`src/rtl/fp_add_issue_ctrl_if.sv`:
```
// rtl/fp_add_issue_ctrl_if.sv - operand, adder and result signals of the FP add issue controller
interface fp_add_issue_ctrl_if;
  logic        in_valid;
  logic        in_ready;
  logic [31:0] in_a;
  logic [31:0] in_b;
  logic [31:0] add_a;
  logic [31:0] add_b;
  logic        add_done;
  logic [31:0] add_out;
  logic        res_valid;
  logic        res_ready;
  logic [31:0] res_out;
  logic        busy;
  logic        err_timeout;

  modport master (
    output in_valid, in_a, in_b, add_done, add_out, res_ready,
    input  in_ready, add_a, add_b, res_valid, res_out, busy, err_timeout
  );

  modport slave (
    input  in_valid, in_a, in_b, add_done, add_out, res_ready,
    output in_ready, add_a, add_b, res_valid, res_out, busy, err_timeout
  );
endinterface

```
`src/rtl/fp_add_issue_ctrl.sv`:
```
// rtl/fp_add_issue_ctrl.sv - feeds a free-running FP adder from an operand FIFO into a 2-entry result queue
module fp_add_issue_ctrl #(
  parameter int FIFO_DEPTH = 4,
  parameter int TIMEOUT    = 32
) (
  input  logic              clk,
  input  logic              rst,
  fp_add_issue_ctrl_if.slave bus
);

  localparam int AW = $clog2(FIFO_DEPTH);
  localparam int TW = $clog2(TIMEOUT + 1);

  typedef enum logic {SYNC, RUN} state_t;

  state_t         state, state_nx;

  logic [31:0]    fifo_a [FIFO_DEPTH];
  logic [31:0]    fifo_b [FIFO_DEPTH];
  logic [AW-1:0]  wr_ptr, rd_ptr;
  logic [AW:0]    fifo_cnt;

  logic [31:0]    res_q [2];
  logic           res_head;
  logic [1:0]     res_cnt;

  logic [TW-1:0]  tmo_cnt;
  logic [31:0]    add_a_q, add_b_q;
  logic           err_q;

  logic           fifo_full, fifo_nonempty;
  logic           push, issue, capture, res_pop, timeout_hit;
  logic [2:0]     res_after;

  assign fifo_full     = (fifo_cnt == (AW+1)'(FIFO_DEPTH));
  assign fifo_nonempty = (fifo_cnt != '0);
  assign push          = bus.in_valid && !fifo_full;
  assign res_pop       = (res_cnt != 2'd0) && bus.res_ready;
  // Occupancy the result queue will have once this cycle's capture and pop land.
  assign res_after     = {1'b0, res_cnt} + 3'd1 - {2'b00, res_pop};

  // Issue/capture decisions; a new pair may only go out on an add_done cycle.
  always_comb begin
    state_nx    = state;
    issue       = 1'b0;
    capture     = 1'b0;
    timeout_hit = 1'b0;
    case (state)
      SYNC: begin
        if (bus.add_done && fifo_nonempty && (res_cnt < 2'd2)) begin
          issue    = 1'b1;
          state_nx = RUN;
        end
      end
      RUN: begin
        if (bus.add_done) begin
          capture = 1'b1;
          if (fifo_nonempty && (res_after <= 3'd1)) begin
            issue = 1'b1;
          end else begin
            state_nx = SYNC;
          end
        end else if (tmo_cnt == TW'(TIMEOUT - 1)) begin
          timeout_hit = 1'b1;
          state_nx    = SYNC;
        end
      end
      default: state_nx = SYNC;
    endcase
  end

  // State register.
  always_ff @(posedge clk) begin
    if (rst) state <= SYNC;
    else     state <= state_nx;
  end

  // Operand FIFO storage; contents are only meaningful below fifo_cnt, so no reset.
  always_ff @(posedge clk) begin
    if (push) begin
      fifo_a[wr_ptr] <= bus.in_a;
      fifo_b[wr_ptr] <= bus.in_b;
    end
  end

  // Operand FIFO pointers and occupancy; push and issue-pop may coincide.
  always_ff @(posedge clk) begin
    if (rst) begin
      wr_ptr   <= '0;
      rd_ptr   <= '0;
      fifo_cnt <= '0;
    end else begin
      if (push)  wr_ptr <= wr_ptr + AW'(1);
      if (issue) rd_ptr <= rd_ptr + AW'(1);
      fifo_cnt <= fifo_cnt + (AW+1)'(push) - (AW+1)'(issue);
    end
  end

  // Adder operand registers, held between issues.
  always_ff @(posedge clk) begin
    if (rst) begin
      add_a_q <= '0;
      add_b_q <= '0;
    end else if (issue) begin
      add_a_q <= fifo_a[rd_ptr];
      add_b_q <= fifo_b[rd_ptr];
    end
  end

  // Two-entry result queue; capture only happens with at most one entry held.
  always_ff @(posedge clk) begin
    if (rst) begin
      res_q[0] <= '0;
      res_q[1] <= '0;
      res_head <= 1'b0;
      res_cnt  <= 2'd0;
    end else begin
      if (capture) res_q[res_head ^ res_cnt[0]] <= bus.add_out;
      if (res_pop) res_head <= ~res_head;
      res_cnt <= res_cnt + 2'(capture) - 2'(res_pop);
    end
  end

  // Timeout counter: counts RUN cycles waiting for the outstanding operation.
  always_ff @(posedge clk) begin
    if (rst)                                               tmo_cnt <= '0;
    else if (issue)                                        tmo_cnt <= '0;
    else if (state == RUN && !bus.add_done && !timeout_hit) tmo_cnt <= tmo_cnt + TW'(1);
    else                                                   tmo_cnt <= '0;
  end

  // Sticky timeout flag.
  always_ff @(posedge clk) begin
    if (rst)              err_q <= 1'b0;
    else if (timeout_hit) err_q <= 1'b1;
  end

  assign bus.in_ready    = !fifo_full;
  assign bus.add_a       = add_a_q;
  assign bus.add_b       = add_b_q;
  assign bus.res_valid   = (res_cnt != 2'd0);
  assign bus.res_out     = (res_cnt != 2'd0) ? res_q[res_head] : 32'h0;
  assign bus.busy        = (state == RUN) || fifo_nonempty;
  assign bus.err_timeout = err_q;

endmodule

```
`src/flat_wrapper.sv`:
```
// flat-port wrapper written by rule: the top's interface ports become plain ports
module fp_add_issue_ctrl_flat 
#(
  parameter int FIFO_DEPTH = 4,
  parameter int TIMEOUT    = 32
)
  (clk, rst, bus_in_valid, bus_in_a, bus_in_b, bus_add_done, bus_add_out, bus_res_ready, bus_in_ready, bus_add_a, bus_add_b, bus_res_valid, bus_res_out, bus_busy, bus_err_timeout);
  fp_add_issue_ctrl_if bus_i ();
  input  logic clk;
  input  logic rst;
  input wire logic [$bits(bus_i.in_valid)-1:0] bus_in_valid;
  input wire logic [$bits(bus_i.in_a)-1:0] bus_in_a;
  input wire logic [$bits(bus_i.in_b)-1:0] bus_in_b;
  input wire logic [$bits(bus_i.add_done)-1:0] bus_add_done;
  input wire logic [$bits(bus_i.add_out)-1:0] bus_add_out;
  input wire logic [$bits(bus_i.res_ready)-1:0] bus_res_ready;
  output wire logic [$bits(bus_i.in_ready)-1:0] bus_in_ready;
  output wire logic [$bits(bus_i.add_a)-1:0] bus_add_a;
  output wire logic [$bits(bus_i.add_b)-1:0] bus_add_b;
  output wire logic [$bits(bus_i.res_valid)-1:0] bus_res_valid;
  output wire logic [$bits(bus_i.res_out)-1:0] bus_res_out;
  output wire logic [$bits(bus_i.busy)-1:0] bus_busy;
  output wire logic [$bits(bus_i.err_timeout)-1:0] bus_err_timeout;
  assign bus_i.in_valid = bus_in_valid;
  assign bus_i.in_a = bus_in_a;
  assign bus_i.in_b = bus_in_b;
  assign bus_i.add_done = bus_add_done;
  assign bus_i.add_out = bus_add_out;
  assign bus_i.res_ready = bus_res_ready;
  assign bus_in_ready = bus_i.in_ready;
  assign bus_add_a = bus_i.add_a;
  assign bus_add_b = bus_i.add_b;
  assign bus_res_valid = bus_i.res_valid;
  assign bus_res_out = bus_i.res_out;
  assign bus_busy = bus_i.busy;
  assign bus_err_timeout = bus_i.err_timeout;
  fp_add_issue_ctrl #(.FIFO_DEPTH(FIFO_DEPTH), .TIMEOUT(TIMEOUT)) u_core (.clk(clk), .rst(rst), .bus(bus_i));
endmodule
```
`config.mk`:
```
export PLATFORM = sky130hd
export DESIGN_NAME = fp_add_issue_ctrl_flat
export DESIGN_NICKNAME = d
export VERILOG_FILES = /design/src/rtl/fp_add_issue_ctrl_if.sv /design/src/rtl/fp_add_issue_ctrl.sv /design/src/flat_wrapper.sv
export SDC_FILE = /design/constraint.sdc
export NUM_CORES = 1
export LEC_CHECK = 0
export CAP_MARGIN = 10
export CORE_ASPECT_RATIO = 1.1
export CORE_MARGIN = 2
export CORE_UTILIZATION = 23
export CTS_CLUSTER_DIAMETER = 60
export DETAILED_ROUTE_END_ITERATION = 8
export PLACE_DENSITY_LB_ADDON = 0.3
export REMOVE_ABC_BUFFERS = 1
export SKIP_CTS_REPAIR_TIMING = 1
export SLEW_MARGIN = 10
export SYNTH_ARGS = -nofsm -noshare
export SYNTH_HDL_FRONTEND = slang
export SYNTH_SLANG_ARGS = --single-unit
export TNS_END_PERCENT = 50
```
`constraint.sdc`:
```
create_clock -name clk -period 4 [get_ports clk]
set_input_delay 0.6 -clock clk [delete_from_list [all_inputs] [get_ports clk]]
set_output_delay 0.6 -clock clk [all_outputs]
set_load 0.1 [all_outputs]
```
# Word level (Yosys, flattened, before mapping)
# Memories as Yosys holds them, arrays and structs flattened. A register that Yosys moved wholly into a read port is not among the register bits.
# Cells that the tools add are included.
[op_classes] eq_ne=2 n_lt_le_gt_ge=2 mux=25 bitwise=4 n_reduce_logical=15 add_sub_neg=9
[ops] cell="$mux W32" count=2
[ops] cell="$reduce_or A32 Y1" count=1
[ops] cell="$mux W1" count=21
[ops] cell="$logic_and A1 B1 Y1" count=7
[ops] cell="$add A6 B1 Y6 const B" count=1
[ops] cell="$eq A6 B5 Y1 const B" count=1
[ops] cell="$sub A3 B1 Y3" count=2
[ops] cell="$add A2 B1 Y2 const B" count=2
[ops] cell="$pmux W1 S2" count=2
[ops] cell="$add A2 B1 Y3 const B" count=1
[ops] cell="$add A3 B1 Y3" count=1
[ops] cell="$eq A3 B3 Y1 const B" count=1
[ops] cell="$le A3 B1 Y1 const B" count=1
[ops] cell="$logic_not A1 Y1" count=3
[ops] cell="$not A1 Y1" count=3
[ops] cell="$reduce_bool A3 Y1" count=1
[ops] cell="$reduce_or A3 Y1" count=1
[ops] cell="$add A2 B1 Y2" count=1
[ops] cell="$lt A2 B2 Y1 const B" count=1
[ops] cell="$reduce_bool A2 Y1" count=1
[ops] cell="$sub A2 B1 Y2" count=1
[ops] cell="$logic_or A1 B1 Y1" count=1
[ops] cell="$xor A1 B1 Y1" count=1
[totals] n_memories=3 ramBits=320 input_bits=101 output_inout_bits=100 word_cells=68 reg_bits=18
[memory_table] name="u_core.fifo_a" depth=4 width=32 read_ports=1 rd_clocked_by_memory_dff=1 wr=1 line_no="fp_add_issue_ctrl.sv:18" source="logic [31:0] fifo_a [FIFO_DEPTH];"
[memory_table] name="u_core.fifo_b" depth=4 width=32 read_ports=1 rd_clocked_by_memory_dff=1 wr=1 line_no="fp_add_issue_ctrl.sv:19" source="logic [31:0] fifo_b [FIFO_DEPTH];"
[memory_table] name="u_core.res_q" depth=2 width=32 read_ports=1 rd_clocked_by_memory_dff=1 wr=2 line_no="fp_add_issue_ctrl.sv:23" source="logic [31:0] res_q [2];"

# Longest topological paths before layout
# Gate-level depths: netlist of the first run.
[depth] ltp_word=9 depth_mapped=15 ltp_nobuf=12

# Worst setup path before layout of the first run
# OpenSTA, ideal clock, no wires.
[synth_path] path_kind="register -> register" startpoint="reg u_core.fifo_cnt[1]" endpoint="mem u_core.fifo_a[1][0], enable pin" path_buffers=0 slack_ns=0.725 setup_ns=0.429 t_arrival_ns=2.845 stages_incl_launch_ff=4 period_less_slack_ns=3.275 required_time_ns=3.571 path_cell_list="dfxtp_1 -> nor3b_1 -> inv_1 -> and3_1"
[synth_between] elab_chain_cells=5
[synth_rtl] item="start: declaration" line_no="fp_add_issue_ctrl.sv:21" source="logic [AW:0] fifo_cnt;"
[synth_rtl] item="start signal: assignment" line_no="fp_add_issue_ctrl.sv:95" source="fifo_cnt <= fifo_cnt + (AW+1)'(push) - (AW+1)'(issue);"
[synth_rtl] item="$eq A3 B3 Y1" line_no="fp_add_issue_ctrl.sv:35" source="assign fifo_full = (fifo_cnt == (AW+1)'(FIFO_DEPTH));"
[synth_rtl] item="$logic_not A1 Y1"
[synth_rtl] item="via bus_in_ready" line_no="flat_wrapper.sv:17" source="output wire logic [$bits(bus_i.in_ready)-1:0] bus_in_ready;"
[synth_rtl] item="$logic_and A1 B1 Y1" line_no="fp_add_issue_ctrl.sv:37" source="assign push = bus.in_valid && !fifo_full;"
[synth_rtl] item="$mux W1" line_no="fp_add_issue_ctrl.sv:80" source="if (push) begin"
[synth_rtl] item="$mux W1 (not written as such)" line_no="fp_add_issue_ctrl.sv:81" source="fifo_a[wr_ptr] <= bus.in_a;"
[synth_rtl] item="end: declaration" line_no="fp_add_issue_ctrl.sv:18"
# The timed path passes the listed nets, and every way through them passes these cells.

# Final worst setup path of the first run
[layout_path] startpoint="reg u_core.fifo_cnt[1]" endpoint="out bus_busy"
[layout_between] elab_chain_cells=2
[layout_rtl] item="$reduce_bool A3 Y1" line_no="fp_add_issue_ctrl.sv:36" source="assign fifo_nonempty = (fifo_cnt != '0);"
[layout_rtl] item="$logic_or A1 B1 Y1" line_no="fp_add_issue_ctrl.sv:143" source="assign bus.busy = (state == RUN) || fifo_nonempty;"
[layout_rtl] item="end: declaration" line_no="flat_wrapper.sv:22" source="output wire logic [$bits(bus_i.busy)-1:0] bus_busy;"
# Every way passes these cells.

==> summary.txt, run 1 <==
Global routing
  – Pin count of the biggest net entering global routing: 68
  – Initial antenna violation count: 8
  – Met1 Usage GRT: 15.6%
  – Global Route met2 Usage: 20.4%
  – Total gr overflow: 0
  – First-pass GRT wire length: 63.9 mm
  – GRT met3 Usage: 3.58%
  – Vias in the first global route: 9,737
  – GRT busiest layer: met2
  – Tot GR Track Use: 12.3%

CTS
  – CTS root buf: clkbuf_16
  – CTS tree: built
  – Clk_lat worst skew: 600 ps
  – Sink Count: 403
  – Htree depth: 2
  – Clock buffer depth: 3
  – Clock-pin slew on the worst setup and hold paths: 60 ps
  – Num CTS Buffers: 49

Critical path
  – CP Cell Sequence: nor3_4 > buf_4 > nand2b_1 > clkdlybuf4s50_1
  – Critical path's slowest cell: clkdlybuf4s50_1
  – WP depth: 4
  – Flop2flop setup slack: 1310 ps
  – CP endpoint: bus_busy
  – Critical path class: flop to primary output
  – FF-to-FF End: u_core.fifo_cnt[2]
  – Crit Reg-Reg Startpoint: u_core.res_cnt[1]
  – CP peak stage delay: 1130 ps
  – CP arrival: 2640 ps
  – Critical Path Start: u_core.fifo_cnt[1]
  – Largest delay share family, worst path: buffers and inverters
  – CP endpoint kind: primary output
  – CP Buf/Inv Count: 2
  – Crit Path Max Fanout: 21
  – CP required: 3400 ps
  – Worst setup SP type: flop
  – Worst r2r path cells: 12

Die
  – Core area: 0.0678 mm2
  – Die X: 254 um
  – Die H: 279 um
  – Row count: 100
  – Num ports: 201
  – Die area: 0.0708 mm2
  – Starting Density: 23.3%

STA
  – Relative slew margins: 20.6%
  – Slew @ Worst Pin: 1190 ps
  – Fin crit period: 3240 ps
  – Final period util: 80.9%
  – Clock Skews: 27.5 ps
  – Final Hold Violating Endpoints: 0
  – Slew Viols, Final: 0
  – Final Setup Violations: 0
  – RSZ-0062 raised after global routing: no
  – Fmax: 309 MHz

Drt
  – DRC violations left: 0
  – Vias per inst: 4.36
  – Final ANT Viol Nets: 0
  – Vias: 9,226
  – Drt wl/cell: 20.8 um
  – Iter 0 DRT Violations: 580
  – Pre-antenna DRT Iters: 5
  – Final wirelength: 44.0 mm

Final layout
  – Area Growth Syn to Fin: 29.3%
  – Share of layout cells above drive strength 1: 18.3%
  – Commonest non-fill, non-tap cells in the layout: edfxtp_1 (320), clkdlybuf4s50_1 (166), dfxtp_1 (80), a21oi_1 (68), and2_1 (67)
  – Final instance area: 0.0204 mm2
  – Most common cell after layout, fill and taps aside: edfxtp_1
  – Final nets: 1,270
  – FF/Latch Area: 0.0113 mm2
  – Final core utilization: 30.1%
  – Filler instances: 6,846
  – Multi-input gate area: 0.00411 mm2
  – Layout Cells excl Fill: 2,118

Place
  – Global placer's final weighted congestion: 0.683
  – Post-placement cell area: 0.0188 mm2
  – DPL Wire Length: 24.4 mm
  – Buffers on Ports: 200
  – DP Cell Count: 2,025

Yosys
  – Synthesized area: 0.0158 mm2
  – Mean Syn Cell Area: 16.4 um2
  – Compound-Gate Fraction of Synth Area: 5.53%
  – Synth Instances: 962
  – Post-Synth Adder-Cell Area: 0.919%
  – Number of synthesized register bits: 403
  – EDFF count, synth: 320
  – Synth Area in XOR/XNOR: 0.388%
  – Synthesis warning total: 0
  – Main combinational cell family by area after synthesis: multiplexers
  – Dominant synthesized flop cell: edfxtp_1
  – Async SR Flop Fraction: 0%
  – Post-Synth Simple-Gate Area: 7.56%
  – Sequential fraction of the synthesis area: 71.3%
  – Post-synthesis mux area share: 11.2%
  – Synth unique cells: 38

Hold path
  – Hold Crit Class: input port to flop

Power
  – PD cells: 719 mW/mm2
  – Worst vdd ir: 0.394 mV
  – P_leak: 6.70 nW

Run
  – Max Cap Viol: 0

Run status
  – Status: finished clean
## worst min path at each step
stage / slack [ps] / from / cells past startpoint / to
detailed placement: 440 / u_core.tmo_cnt[0] / 1 / u_core.tmo_cnt[0]
global route: 370 / rst / 2 / u_core.fifo_cnt[1]
global placement: 430 / u_core.tmo_cnt[0] / 1 / u_core.tmo_cnt[0]
CTS: 350 / rst / 2 / u_core.fifo_cnt[1]
floorplan: 420 / u_core.tmo_cnt[0] / 1 / u_core.tmo_cnt[0]
finish: 390 / rst / 2 / u_core.fifo_cnt[1]
## cells in the mapped netlist, drive strengths merged (2+ instances only)
master / n / area, um2
nand4: 65 / 407
xor2: 5 / 43.8
nor2: 47 / 176
xnor2: 2 / 17.5
dfxtp: 83 / 1660
or3: 2 / 12.5
edfxtp: 320 / 9610
nand2b: 2 / 12.5
ha: 10 / 125
o21ai: 4 / 20.0
mux2i: 32 / 320
nand2: 2 / 7.51
o31ai: 65 / 488
inv: 13 / 48.8
or2: 2 / 12.5
nor3: 4 / 25.0
nand3: 3 / 15.0
mux4: 64 / 1440
clkbuf: 34 / 128
and3: 5 / 31.3
buf: 47 / 304
a21oi: 68 / 340
and2: 68 / 425
nor2b: 6 / 37.5
## power breakdown
part | internal (mW) | switching (mW) | total (mW)
registers | 5.05 | 0.392 | 5.45
clock network | 2.72 | 1.80 | 4.52
logic | 1.33 | 3.38 | 4.71
## per-layer routing
metal / routed length, um / vias to the layer above
li1: - / 4167
met1: 18900 / 4704
met2: 21000 / 274
met3: 3070 / 67
met4: 850 / 14
met5: 98 / -
## state kept, by name, indices dropped and copies added (netlist names), named ones only
name and count:
u_core.bus.add_a 32, u_core.fifo_b 128, u_core.state 1, u_core.rd_ptr 2, u_core.tmo_cnt 6, u_core.bus.err_timeout 1
u_core.res_cnt 2, u_core.wr_ptr 2, u_core.fifo_a 128, u_core.res_head 1, u_core.fifo_cnt 3, u_core.res_q 64
u_core.bus.add_b 32
## layout make-up
type	count	share of cell area (%)
diodes	1	0.0123
clock buffers	73	6.89
clock inverters	19	1.23
inverters	13	0.239
multi-input cells	465	20.1
flip-flops and latches	403	55.2
well taps	918	5.62
repair buffers	226	10.6
## cells by family after synthesis
kind of cell,after synthesis
compound gates,140
simple gates,210
flops,403
buf+inv,94
mux,97
xor+xnor,7
fa+ha+maj,11
## stage by stage
step                      total power, mW  setup TNS, ps  setup slack, ps  hold WS, ps
after floorplan                      8.79           -135             -135          418
after global placement               10.3              0              683          430
after detailed placement             10.3              0              771          445
after CTS                            14.9              0              699          352
after global routing                 15.3              0              655          373
final                                14.7              0              762          387
(Power assumes the default switching activity.)
==> run 2, diff against run 1 <==
clock period = 2.8 ns   (was 4 ns; I/O delays follow)
==> summary.txt, run 2 (same netlist as run 1, synthesis figures left out) <==
Global routing
  – First-pass GRT wire length: 65.2 mm (+2.1%)
  – Initial antenna violation count: 5 (-3)
  – Total gr overflow: 0 (unchanged)
  – Vias in the first global route: 9,979 (+2.5%)
  – Pin count of the biggest net entering global routing: 69 (+1.5%)
  – Tot GR Track Use: 12.4% (+0.15 points)

STA
  – Slew Viols, Final: 0 (unchanged)
  – Relative slew margins: 26.9% (+6.3 points)
  – Final period util: 94.0%
  – Final Setup Violations: 0 (unchanged)
  – Clock Skews: 29.1 ps (+1.65 ps)
  – RSZ-0062 raised after global routing: no
  – Fmax: 380 MHz
  – Final Hold Violating Endpoints: 0 (unchanged)
  – Worst setup margin: 168 ps (-594 ps)
  – Slew @ Worst Pin: 1100 ps (-90.8 ps)
  – Fin crit period: 2630 ps

Hold path
  – Hold Crit Depth: 2 (unchanged)
  – Hold Path End: u_core.fifo_cnt[1]
  – HP Start: rst
  – Hold Crit Class: input port to flop

Final layout
  – Commonest non-fill, non-tap cells in the layout: edfxtp_1 (320), buf_4 (125), clkdlybuf4s50_1 (99), dfxtp_1 (80), a21oi_1 (68)
  – Share of layout cells above drive strength 1: 24.8% (+6.5 points)
  – Largest regs: u_core.fifo_a (128), u_core.fifo_b (128), u_core.res_q (64)
  – Most common cell after layout, fill and taps aside: edfxtp_1
  – Layout Cells excl Fill: 2,131 (+0.61%)
  – Final core utilization: 30.2% (+0.092 points)
  – Area Growth Syn to Fin: 29.7%
  – FF/Latch Area: 0.0113 mm2 (unchanged)
  – Final instance area: 0.0205 mm2 (+0.31%)
  – Filler instances: 6,765 (-1.2%)
  – Final nets: 1,284 (+1.1%)
  – Multi-input gate area: 0.00411 mm2 (unchanged)

Place
  – Post-placement cell area: 0.0188 mm2 (+0.44%)
  – Setup Slack @ Placement: -225 ps (-996 ps)
  – Global placer's final weighted congestion: 0.681 (-0.22%)
  – DP Cell Count: 2,040 (+0.74%)
  – Buffers on Ports: 200 (unchanged)
  – DPL Wire Length: 25.6 mm (+4.9%)

Critical path
  – FF-to-FF End: u_core.fifo_cnt[2]
  – Largest delay share family, worst path: buffers and inverters
  – Worst r2r path cells: 12 (unchanged)
  – CP Buf/Inv Count: 2 (unchanged)
  – Crit Reg-Reg Startpoint: u_core.res_cnt[1]
  – Worst setup SP type: flop
  – CP endpoint kind: primary output
  – CP arrival: 2210 ps (-430 ps)
  – CP Cell Sequence: nor3_4 > clkbuf_8 > nand2b_1 > buf_4
  – Critical path's slowest cell: clkbuf_8
  – CP required: 2380 ps (-1020 ps)
  – Critical path class: flop to primary output
  – Flop2flop setup slack: 310 ps (-1000 ps)
  – CP peak stage delay: 550 ps (-580 ps)
  – Crit Path Max Fanout: 68 (+220%)

Run
  – Max Cap Viol: 0 (unchanged)

Die
  – Die X: 254 um (unchanged)
  – Die H: 279 um (unchanged)
  – Num ports: 201 (unchanged)
  – Starting Density: 23.3% (unchanged)
  – Row count: 100 (unchanged)
  – Die area: 0.0708 mm2 (unchanged)
  – Core area: 0.0678 mm2 (unchanged)

CTS
  – Clock buffer depth: 3 (unchanged)
  – Clock-pin slew on the worst setup and hold paths: 60 ps (about the same)
  – Num CTS Buffers: 48 (-2.0%)
  – CTS root buf: clkbuf_16
  – Clk_lat worst skew: 580 ps (-20 ps)
  – CTS tree: built
  – Htree depth: 2 (unchanged)
  – Sink Count: 403 (unchanged)

Drt
  – Final ANT Viol Nets: 0 (unchanged)
  – Vias per inst: 4.38 (+0.53%)
  – DRC violations left: 0 (unchanged)
  – Drt wl/cell: 20.9 um (+0.43%)
  – Vias: 9,332 (+1.1%)
  – Pre-antenna DRT Iters: 5 (unchanged)
  – Final wirelength: 44.5 mm (+1.0%)
  – Iter 0 DRT Violations: 516 (-11%)

Power
  – Reg power frac: 36.4% (-0.7 points)
  – Worst vdd ir: 0.581 mV (+47%)
  – PD cells: 1030 mW/mm2 (+43%)
  – Sw Pwr: 8.02 mW (+44%)
  – Clock Power Share: 30.5% (-0.3 points)
  – Sw Ratio: 38.2% (+0.23 points)
  – P_leak: 6.91 nW (+3.1%)
  – Internal: 13.0 mW (+42%)
  – Gate power share: 33.1% (+1.0 points)

Run status
  – Status: finished clean
==> run 2: cell count changes in the layout (fill, tap and decap cells not counted), moves of 2 or more <==
cell / previous run / this run
buf_4: 55 / 125
clkdlybuf4s50_1: 166 / 99
clkinv_2: 7 / 5
clkinv_1: 0 / 5
clkbuf_1: 16 / 10
clkinvlp_4: 0 / 5
clkbuf_8: 7 / 3
buf_12: 5 / 16
==> run 2: layout make-up <==
cell class | count | share of cell area (%)
Clock inverter | 28 | 1.55
Tap cell | 918 | 5.61
Timing Repair Buffer | 241 | 11.0
Multi-Input combinational cell | 465 | 20.1
Inverter | 13 | 0.238
Clock buffer | 62 | 6.43
Antenna cell | 1 | 0.0122
Sequential cell | 403 | 55.1
==> run 2: power groups by stage <==
stage / Combinational [mW] / Clock, mW / Sequential, mW
2_1_floorplan: 3.02 / 0 / 9.54
3_3_place_gp: 7.03 / 0 / 7.77
3_5_place_dp: 7.06 / 0 / 7.80
4_1_cts: 7.06 / 6.61 / 7.68
5_1_grt: 7.34 / 6.84 / 7.74
6_report: 6.94 / 6.40 / 7.65
==> run 2: worst max-delay path by stage <==
stage                                  start                  to  slack, ps  depth (start not counted)
after floorplan           u_core.fifo_cnt[1]            bus_busy      -1160                          2
after global placement         bus_res_ready  u_core.fifo_cnt[2]       -250                         13
after detailed placement       bus_res_ready  u_core.fifo_cnt[2]       -230                         13
after CTS                 u_core.fifo_cnt[1]            bus_busy       -270                          4
after global routing      u_core.fifo_cnt[1]            bus_busy         20                          4
final                     u_core.fifo_cnt[1]            bus_busy        170                          4
==> run 2: worst register-to-register path, cell delays in order (launching register included) <==
cell and delay (ps):
dfxtp_1 310, o21ai_0 240, ha_1 270, and2_4 170, nor3_1 40, ha_1 300, inv_1 60, ha_1 140
inv_1 50, fa_1 390, xor2_1 160, and2_1 160, nor3_1 120
==> run 2: routing by layer <==
| metal | vias up | GRT usage (%) | part of all wire, % |
|---|---|---|---|
| met5 | - | 0 | 0.14 |
| met4 | 10 | 3.12 | 1.8 |
| met3 | 61 | 3.91 | 7.2 |
| met2 | 272 | 20.3 | 47 |
| met1 | 4793 | 16.0 | 44 |
| li1 | 4196 | - | - |
==> run 2: through the flow <==
step | total power [mW] | hold WS (ps) | setup TNS [ps]
after global placement | 14.8 | 429 | -251
after CTS | 21.3 | 110 | -273
final | 21.0 | 154 | 0
after global routing | 21.9 | 133 | 0
after detailed placement | 14.9 | 448 | -225
after floorplan | 12.6 | 418 | -197080
